<file path="config.mk">
export PLATFORM = sky130hd
export DESIGN_NAME = seg_scan_decoder
export DESIGN_NICKNAME = d
export VERILOG_FILES = /design/src/rtl/seg_scan_decoder.sv
export SDC_FILE = /design/constraint.sdc
export NUM_CORES = 1
export LEC_CHECK = 0
export CAP_MARGIN = 20
export CORE_MARGIN = 1
export CORE_UTILIZATION = 55
export DETAILED_ROUTE_END_ITERATION = 10
export PLACE_DENSITY_LB_ADDON = 0.2
export SYNTH_ARGS = -nofsm -noshare
export SYNTH_HDL_FRONTEND = slang
export SYNTH_SLANG_ARGS = --single-unit
export TNS_END_PERCENT = 1
</file>
<file path="constraint.sdc">
create_clock -name clk -period 2.8 [get_ports clk]
set_input_delay 0.42 -clock clk [delete_from_list [all_inputs] [get_ports clk]]
set_output_delay 0.42 -clock clk [all_outputs]
set_load 0.02 [all_outputs]
</file>
<file path="src/rtl/seg_scan_decoder.sv">
// Recovers a 4-digit hex value from a multiplexed, active-low 7-segment display scan.
// Each scan slot is captured once after its inputs have been stable for SETTLE sampled cycles.
module seg_scan_decoder #(
  parameter int SETTLE = 4
) (
  input  logic        clk,
  input  logic        rst_n,
  input  logic [7:0]  anode,
  input  logic [6:0]  cathode,
  output logic [15:0] frame_value,
  output logic        frame_done,
  output logic [3:0]  digit_valid,
  output logic        pattern_err,
  output logic        seq_err
);

  typedef enum logic {HUNT, COLLECT} state_t;

  localparam logic [7:0] SETTLE_C  = 8'(SETTLE);
  localparam logic [7:0] SETTLE_M1 = 8'(SETTLE - 1);

  logic [7:0] anode_m, anode_s, anode_p;
  logic [6:0] cathode_m, cathode_s, cathode_p;
  logic [7:0] cnt;
  logic       slot_done;
  logic       stable, settled;

  state_t          state, state_n;
  logic [1:0]      expd, expd_n;
  logic [3:0][3:0] nib, nib_n;
  logic [3:0]      dv_n;
  logic [15:0]     fv_n;
  logic            fd_n, pe_n, se_n;

  logic       legal, glyph_ok;
  logic [1:0] digit;
  logic [3:0] glyph;

  assign stable  = ({anode_s, cathode_s} == {anode_p, cathode_p});
  // The SETTLE-th consecutive stable cycle; slot_done blocks a second capture in the same slot.
  assign settled = stable && (cnt == SETTLE_M1) && !slot_done && (anode_s != 8'hFF);

  always_ff @(posedge clk or negedge rst_n) begin
    if (!rst_n) begin
      anode_m   <= 8'hFF;
      anode_s   <= 8'hFF;
      anode_p   <= 8'hFF;
      cathode_m <= 7'h7F;
      cathode_s <= 7'h7F;
      cathode_p <= 7'h7F;
      cnt       <= 8'd0;
      slot_done <= 1'b0;
    end else begin
      anode_m   <= anode;
      anode_s   <= anode_m;
      anode_p   <= anode_s;
      cathode_m <= cathode;
      cathode_s <= cathode_m;
      cathode_p <= cathode_s;
      if (!stable || anode_s == 8'hFF) cnt <= 8'd0;
      else if (cnt != SETTLE_C)        cnt <= cnt + 8'd1;
      if (anode_s != anode_p) slot_done <= 1'b0;
      else if (settled)       slot_done <= 1'b1;
    end
  end

  always_comb begin
    legal = 1'b1;
    digit = 2'd0;
    case (anode_s)
      8'hFE:   digit = 2'd0;
      8'hFD:   digit = 2'd1;
      8'hFB:   digit = 2'd2;
      8'hF7:   digit = 2'd3;
      default: legal = 1'b0;
    endcase
    glyph_ok = 1'b1;
    glyph    = 4'h0;
    case (~cathode_s)
      7'h3F: glyph = 4'h0;
      7'h06: glyph = 4'h1;
      7'h5B: glyph = 4'h2;
      7'h4F: glyph = 4'h3;
      7'h66: glyph = 4'h4;
      7'h6D: glyph = 4'h5;
      7'h7D: glyph = 4'h6;
      7'h07: glyph = 4'h7;
      7'h7F: glyph = 4'h8;
      7'h6F: glyph = 4'h9;
      7'h77: glyph = 4'hA;
      7'h7C: glyph = 4'hB;
      7'h39: glyph = 4'hC;
      7'h5E: glyph = 4'hD;
      7'h79: glyph = 4'hE;
      7'h71: glyph = 4'hF;
      default: glyph_ok = 1'b0;
    endcase
  end

  always_comb begin
    state_n = state;
    expd_n  = expd;
    nib_n   = nib;
    dv_n    = digit_valid;
    fv_n    = frame_value;
    fd_n    = 1'b0;
    pe_n    = 1'b0;
    se_n    = 1'b0;
    if (settled) begin
      if (!legal) begin
        se_n    = 1'b1;
        dv_n    = 4'b0000;
        state_n = HUNT;
      end else if (!glyph_ok) begin
        pe_n    = 1'b1;
        dv_n    = 4'b0000;
        state_n = HUNT;
      end else if (state == COLLECT && digit == expd) begin
        nib_n[digit]       = glyph;
        dv_n[digit]        = 1'b1;
        expd_n             = expd + 2'd1;
        if (digit == 2'd3) begin
          fv_n    = {glyph, nib[2], nib[1], nib[0]};
          fd_n    = 1'b1;
          dv_n    = 4'b0000;
          state_n = HUNT;
        end
      end else begin
        // Out-of-order in COLLECT is an error; either way a digit 0 starts a fresh frame.
        if (state == COLLECT) begin
          se_n    = 1'b1;
          dv_n    = 4'b0000;
          state_n = HUNT;
        end
        if (digit == 2'd0) begin
          nib_n[0] = glyph;
          dv_n     = 4'b0001;
          expd_n   = 2'd1;
          state_n  = COLLECT;
        end
      end
    end
  end

  always_ff @(posedge clk or negedge rst_n) begin
    if (!rst_n) begin
      state       <= HUNT;
      expd        <= 2'd0;
      nib         <= '0;
      digit_valid <= 4'b0000;
      frame_value <= 16'h0000;
      frame_done  <= 1'b0;
      pattern_err <= 1'b0;
      seq_err     <= 1'b0;
    end else begin
      state       <= state_n;
      expd        <= expd_n;
      nib         <= nib_n;
      digit_valid <= dv_n;
      frame_value <= fv_n;
      frame_done  <= fd_n;
      pattern_err <= pe_n;
      seq_err     <= se_n;
    end
  end

endmodule

</file>
* Word level (Yosys, flattened, before mapping) *
Cells that the tools add are included.

storage, ports and cells
  register bits after elaboration = 96
  latch bits = 0
  bits in writable memories = 0
  memory bits (read-only) = 0
  input bits = 17
  output and inout port bits = 23
  word-level logic and storage cells = 115
  memories kept = 0

cells by class
  $add $sub $neg = 2
  multipliers = 0
  div/mod/pow operators = 0
  magnitude comparators = 2
  equal/unequal tests = 30
  shift operators = 0
  muxes and demuxes = 41
  bitwise operators = 2
  reductions and logical operators = 19

operators with widths
  operator                                                                count
  7-bit equality test (second input constant)                             12
  4-bit case mux with 15 select lines                                     1
  8-bit equality test (second input constant)                             5
  4-bit 2-to-1 mux                                                        9
  1-bit 2-to-1 mux                                                        23
  16-bit bitwise mux                                                      1
  8-bit 2-to-1 mux                                                        2
  16-bit OR reduction                                                     1
  15-bit equality test                                                    1
  7-bit by 3-bit equality test with 1-bit output (second input constant)  2
  7-bit by 6-bit equality test with 1-bit output (second input constant)  2
  8-bit by 1-bit adder with 8-bit output (second input constant)          1
  4-bit demux with 2-bit select                                           1
  8-bit by 2-bit equality test with 1-bit output (second input constant)  1
  8-bit by 3-bit != test with 1-bit output (second input constant)        1
  8-bit != test                                                           1
  8-bit != test (second input constant)                                   1
  4-bit AND reduction                                                     2
  7-bit inverter                                                          1
  2-bit case mux with 3 select lines                                      1
  2-bit nonzero test                                                      3
  1-bit logical AND                                                       5
  5-bit by 3-bit != test with 1-bit output (second input constant)        1
  5-bit AND reduction                                                     1
  14 further kinds                                                        17

* Logic depth before layout (Yosys ltp) *
  word-level depth = 11
  gate-level depth with buffers = 9
  mapped depth without buffers = 6

* Worst setup path after synthesis *
OpenSTA, ideal clock, no wires.

  path kind = flip-flop to flip-flop
  from = register cathode_s[5]
  to = register frame_value[10]
  library setup time = 125 ps
  data arrival time = 2424 ps
  data required time = 2675 ps
  path slack = 251 ps
  cell stages (with the launch flop) = 10
  path buffers = 3
  clock period less this slack = 2549 ps
  path through = dfstp_2 > buf_4 > or4b_4 > o22ai_2 > nor4_2 > and2_4 > nor4bb_1 > buf_4 > buf_12 > mux2_4

between the ends
  cells in the longest elaborated chain, start to end = 5
  elaborated cells between the ends (all ways) = 24
  those cells by class = eq/ne (17); mux (1); bitwise (1); reduce/logical (5)

ends and longest elaborated chain
  item                                                                       line    text
  from (decl)                                                                23      logic [6:0] cathode_m, cathode_s, cathode_p;
  from (signal assigned)                                                     58      cathode_s <= cathode_m;
  7-bit inverter or 15-bit equality test (tied branches)                     79, 39
  7-bit equality test (tied with other cells)                                79      case (~cathode_s)
  16-bit OR reduction (no source line) or 1-bit logical AND (tied branches)  --
  1-bit 2-to-1 mux or 1-bit logical AND (tied branches)                      79, 41
  5-bit AND reduction (no source line) (*)                                   --
  to (signal assigned)                                                       160     frame_value <= fv_n;
  to (decl)                                                                  10      output logic [15:0] frame_value,

Every way passes the cells marked *; elsewhere a longest branch is shown, timed or not.
A chain may end at the register's enable or synchronous reset.

* Final worst setup path *
  from = register anode_s[4]
  to = register nib[10] (netlist bit)

between the ends
  cells in the longest elaborated chain, start to end = 7
  elaborated cells between the ends (all ways) = 21
  those cells by class = order compare (2); eq/ne (7); mux (5); reduce/logical (7)

ends and longest elaborated chain
  item                                                                                                                                           line  text
  from (decl)                                                                                                                                    22    logic [7:0] anode_m, anode_s, anode_p;
  from (signal assigned)                                                                                                                         55    anode_s <= anode_m;
  8-bit equality test                                                                                                                            70    case (anode_s)
  2-bit case mux with 3 select lines                                                                                                             70
  2-bit by 3-bit less-than comparator with 1-bit output (not written as such) or 2-bit by 1-bit >= comparator with 1-bit output (tied branches)  119   nib_n[digit] = glyph;
  1-bit logical AND (not written as such)                                                                                                        119
  4-bit 2-to-1 mux (not written as such)                                                                                                         119
  4-bit demux with 2-bit select                                                                                                                  119
  16-bit bitwise mux                                                                                                                             119
  to (signal assigned)                                                                                                                           158   nib <= nib_n;
  to (decl)                                                                                                                                      30    logic [3:0][3:0] nib, nib_n;

Parallel ways exist; a longest one is shown, timed or not.

==> impl_metrics.toml <==
[worst_hold_path]
min_path_type = "in2async"

[floorplan]
placementRows = 30
start_util_pct = 57.7
core_mm2 = 0.00691
floorplan.io_pins = 40
die-area_mm2 = 0.00759
die_h_um = 87.1
dieWidth_um = 87.1

[synth]
synthFlopType = "dfrtp_1"
ys_seq_elements = 92
synth_seq_area_share_pct = 59.2
yosysWarnings = 0
ys_types = 64
synthCells = 304
synth-edff-count = 0
syn_area_mm2 = 0.00399
syn_nets = 323
synth-async-reset-ratio_pct = 100
syn-mean-instance-area_um2 = 13.1

[setup_path]
arrival_ns = 2.96
critPathCaptureType = "flop"
crit_path_cell_trace = "nand4_1 > buf_4 > nor3_1 > o31ai_1 > a2111oi_1 > and4bb_2 > mux2_2"
cp_num_buf_inv = 1
crit_fanout = 5
crit_slowest_cell = "dfstp_2"
crit_type = "reg2reg"
cp_top_family = "simple AND/OR/NAND/NOR gates"
startpoint_type = "flop"
cp_data_required_time_ns = 3.04
critPathMaxStageDelay_ns = 0.56

[clock_tree]
root_buffer = "clkbuf_8"
worstSkewPairLatency_ns = 0.35
path_clk_slew_ns = 0.08
cts_tree = "done"
ctsHtreeMaxLevel = 3
cts_buffers = 9
clock_path_buffers = 2
cts.sink_count = 92

[finish]
syn2layout_area_growth_pct = 18.6
final_common_cell = "dfrtp_1"
final_layout_size_suffix_gt1_share_pct = 28.0
layout_common_cells = "dfrtp_1 (47), dfstp_2 (45), clkdlybuf4s50_1 (38)"
antenna_cells = 0
fin_nets = 368
fin_util_pct = 68.5
num-fill-cells = 507

[routing]
vias = 2446
ant_nets = 0
wl_mm = 6.85
drc = 0
drt_iter0_drc = 119
wl_per_cell_um = 15.2
dr.pass1.iters = 4
viasPerCell = 5.44

[timing]
max_slew_margin_pct = 48.7
slew_viol_final = 0
holdWs_ns = 0.0369
finClkSkew_ns = 0.00753
fin_crit_sh_pct = 97.1
setup_viol = 0
fmax_ghz = 0.368
finalHoldViolCount = 0
min_period_ns = 2.72
tightestPinTransition_ns = 0.750

[placed_design]
routabilityCongestion = 0.894
port_buffers = 39
hpwlAfterDp_mm = 4.62

[global_route]
grt_pass1_wl_mm = 11.3
grt_use_met2_pct = 30.2
top_usage_layer = "met2"
grt_overflow = 0
antenna_found_initial = 0
grt_pass1_vias = 2353
grt_max_degree = 54
grt_usage_pct = 19.8
grt_util_met1_pct = 27.4
groute.layer.met3.usage_pct = 5.69

[power]
cellLeakagePower_nw = 2.01
power.total_mw = 2.45
ir_drop_v = 0.000432
powerDensity_mw_per_mm2 = 517

[job]
cap_violations = 0

[run_status]
status = "finished, final reports clean"
==> cells in the mapped netlist (5+ instances only) <==
library cell	n	share of area, %
nand2_1	12	1.1
dfstp_2	45	30
nand3_1	8	1.0
xnor2_1	14	3.1
inv_1	8	0.75
dfrtp_1	47	30
nor2_1	18	1.7
clkbuf_1	6	0.57
xor2_1	9	2.0
nor4_1	5	0.78
o21ai_0	5	0.63
a21oi_1	6	0.75
nor3_1	7	0.88
mux2_4	10	3.8
mux2_1	14	4.0
==> through the flow <==
step	setup TNS, ns	std cells	cell area, µm²	worst slack, ns
after floorplan	0	304	3990	0.251
after global placement	0	426	4450	0.133
after detailed placement	0	426	4450	0.0808
after CTS	0	442	4660	0.0629
after global routing	-1.55	450	4730	-0.110
final	0	450	4730	0.0820
==> routing by layer <==
layer / part of all wire [%] / routed length (µm)
met3: 3.9 / 265
met4: 1.0 / 70
met1: 46 / 3180
met5: 0 / 0
met2: 49 / 3330
==> kinds of logic (layout without fill, tap and decap cells) <==
| kind of cell | Yosys count | count (layout) | share of synthesized area [%] |
|---|---|---|---|
| AND/OR/NAND/NOR | 89 | 89 | 13.8 |
| AO/OA/AOI/OAI | 40 | 40 | 7.60 |
| XOR/XNOR | 23 | 23 | 5.06 |
| multiplexers | 32 | 32 | 9.86 |
| buffers and inverters | 24 | 74 | 3.36 |
| flip-flops | 92 | 92 | 59.2 |
| adder cells (fa/ha/maj) | 4 | 4 | 1.19 |
==> path summary, 6_finish.rpt <==
kind	cells past startpoint	slack [ns]	to	startpoint
hold reg to reg	0	0.36	anode_s[5]	anode_m[5]
setup reg to reg	7	0.08	nib[10]	anode_s[4]
min in group clk	0	0.36	anode_s[5]	anode_m[5]
hold / removal	1	0.04	frame_done	rst_n
setup / recovery	7	0.08	nib[10]	anode_s[4]
max in group asynchronous	2	2.08	cathode_p[3]	rst_n
==> repair_timing <==
action,CTS,global route
setup buffers,0,8
setup endpoints to repair,0,20
hold buffers,0,0
resized for setup,0,2
==> flip-flops by register name, indices dropped and copies added (netlist names) <==
| signal | cells |
|---|---|
| frame_value | 16 |
| nib | 12 |
| anode_m | 8 |
| anode_p | 8 |
| anode_s | 8 |
| cnt | 8 |
| cathode_m | 7 |
| cathode_p | 7 |
| cathode_s | 7 |
| digit_valid | 4 |
| expd | 2 |
| frame_done | 1 |
| pattern_err | 1 |
| seq_err | 1 |
| slot_done | 1 |
| state | 1 |
==> power breakdown <==
group          internal (mW)  total (mW)  switching, mW
Combinational         0.0649       0.127         0.0626
Sequential              1.39        1.43         0.0395
Clock                  0.456       0.891          0.435
==> worst register-to-register path: cells and delay by family (launching register included) <==
kind | cells | cell delay (ns)
AND/OR/NAND/NOR | 3 | 0.84
flip-flops | 1 | 0.56
multiplexers | 1 | 0.35
buffers and inverters | 1 | 0.21
AO/OA/AOI/OAI | 2 | 0.65
==> layout make-up <==
type / count / area [µm²] / area share [%]
repair buffers: 50 / 495 / 10.5
well taps: 96 / 120 / 2.54
inverters: 8 / 30.0 / 0.635
clock buffers: 14 / 195 / 4.13
multi-input cells: 188 / 1520 / 32.0
flip-flops and latches: 92 / 2360 / 49.9
clock inverters: 2 / 13.8 / 0.291
(Power assumes the default switching activity.)
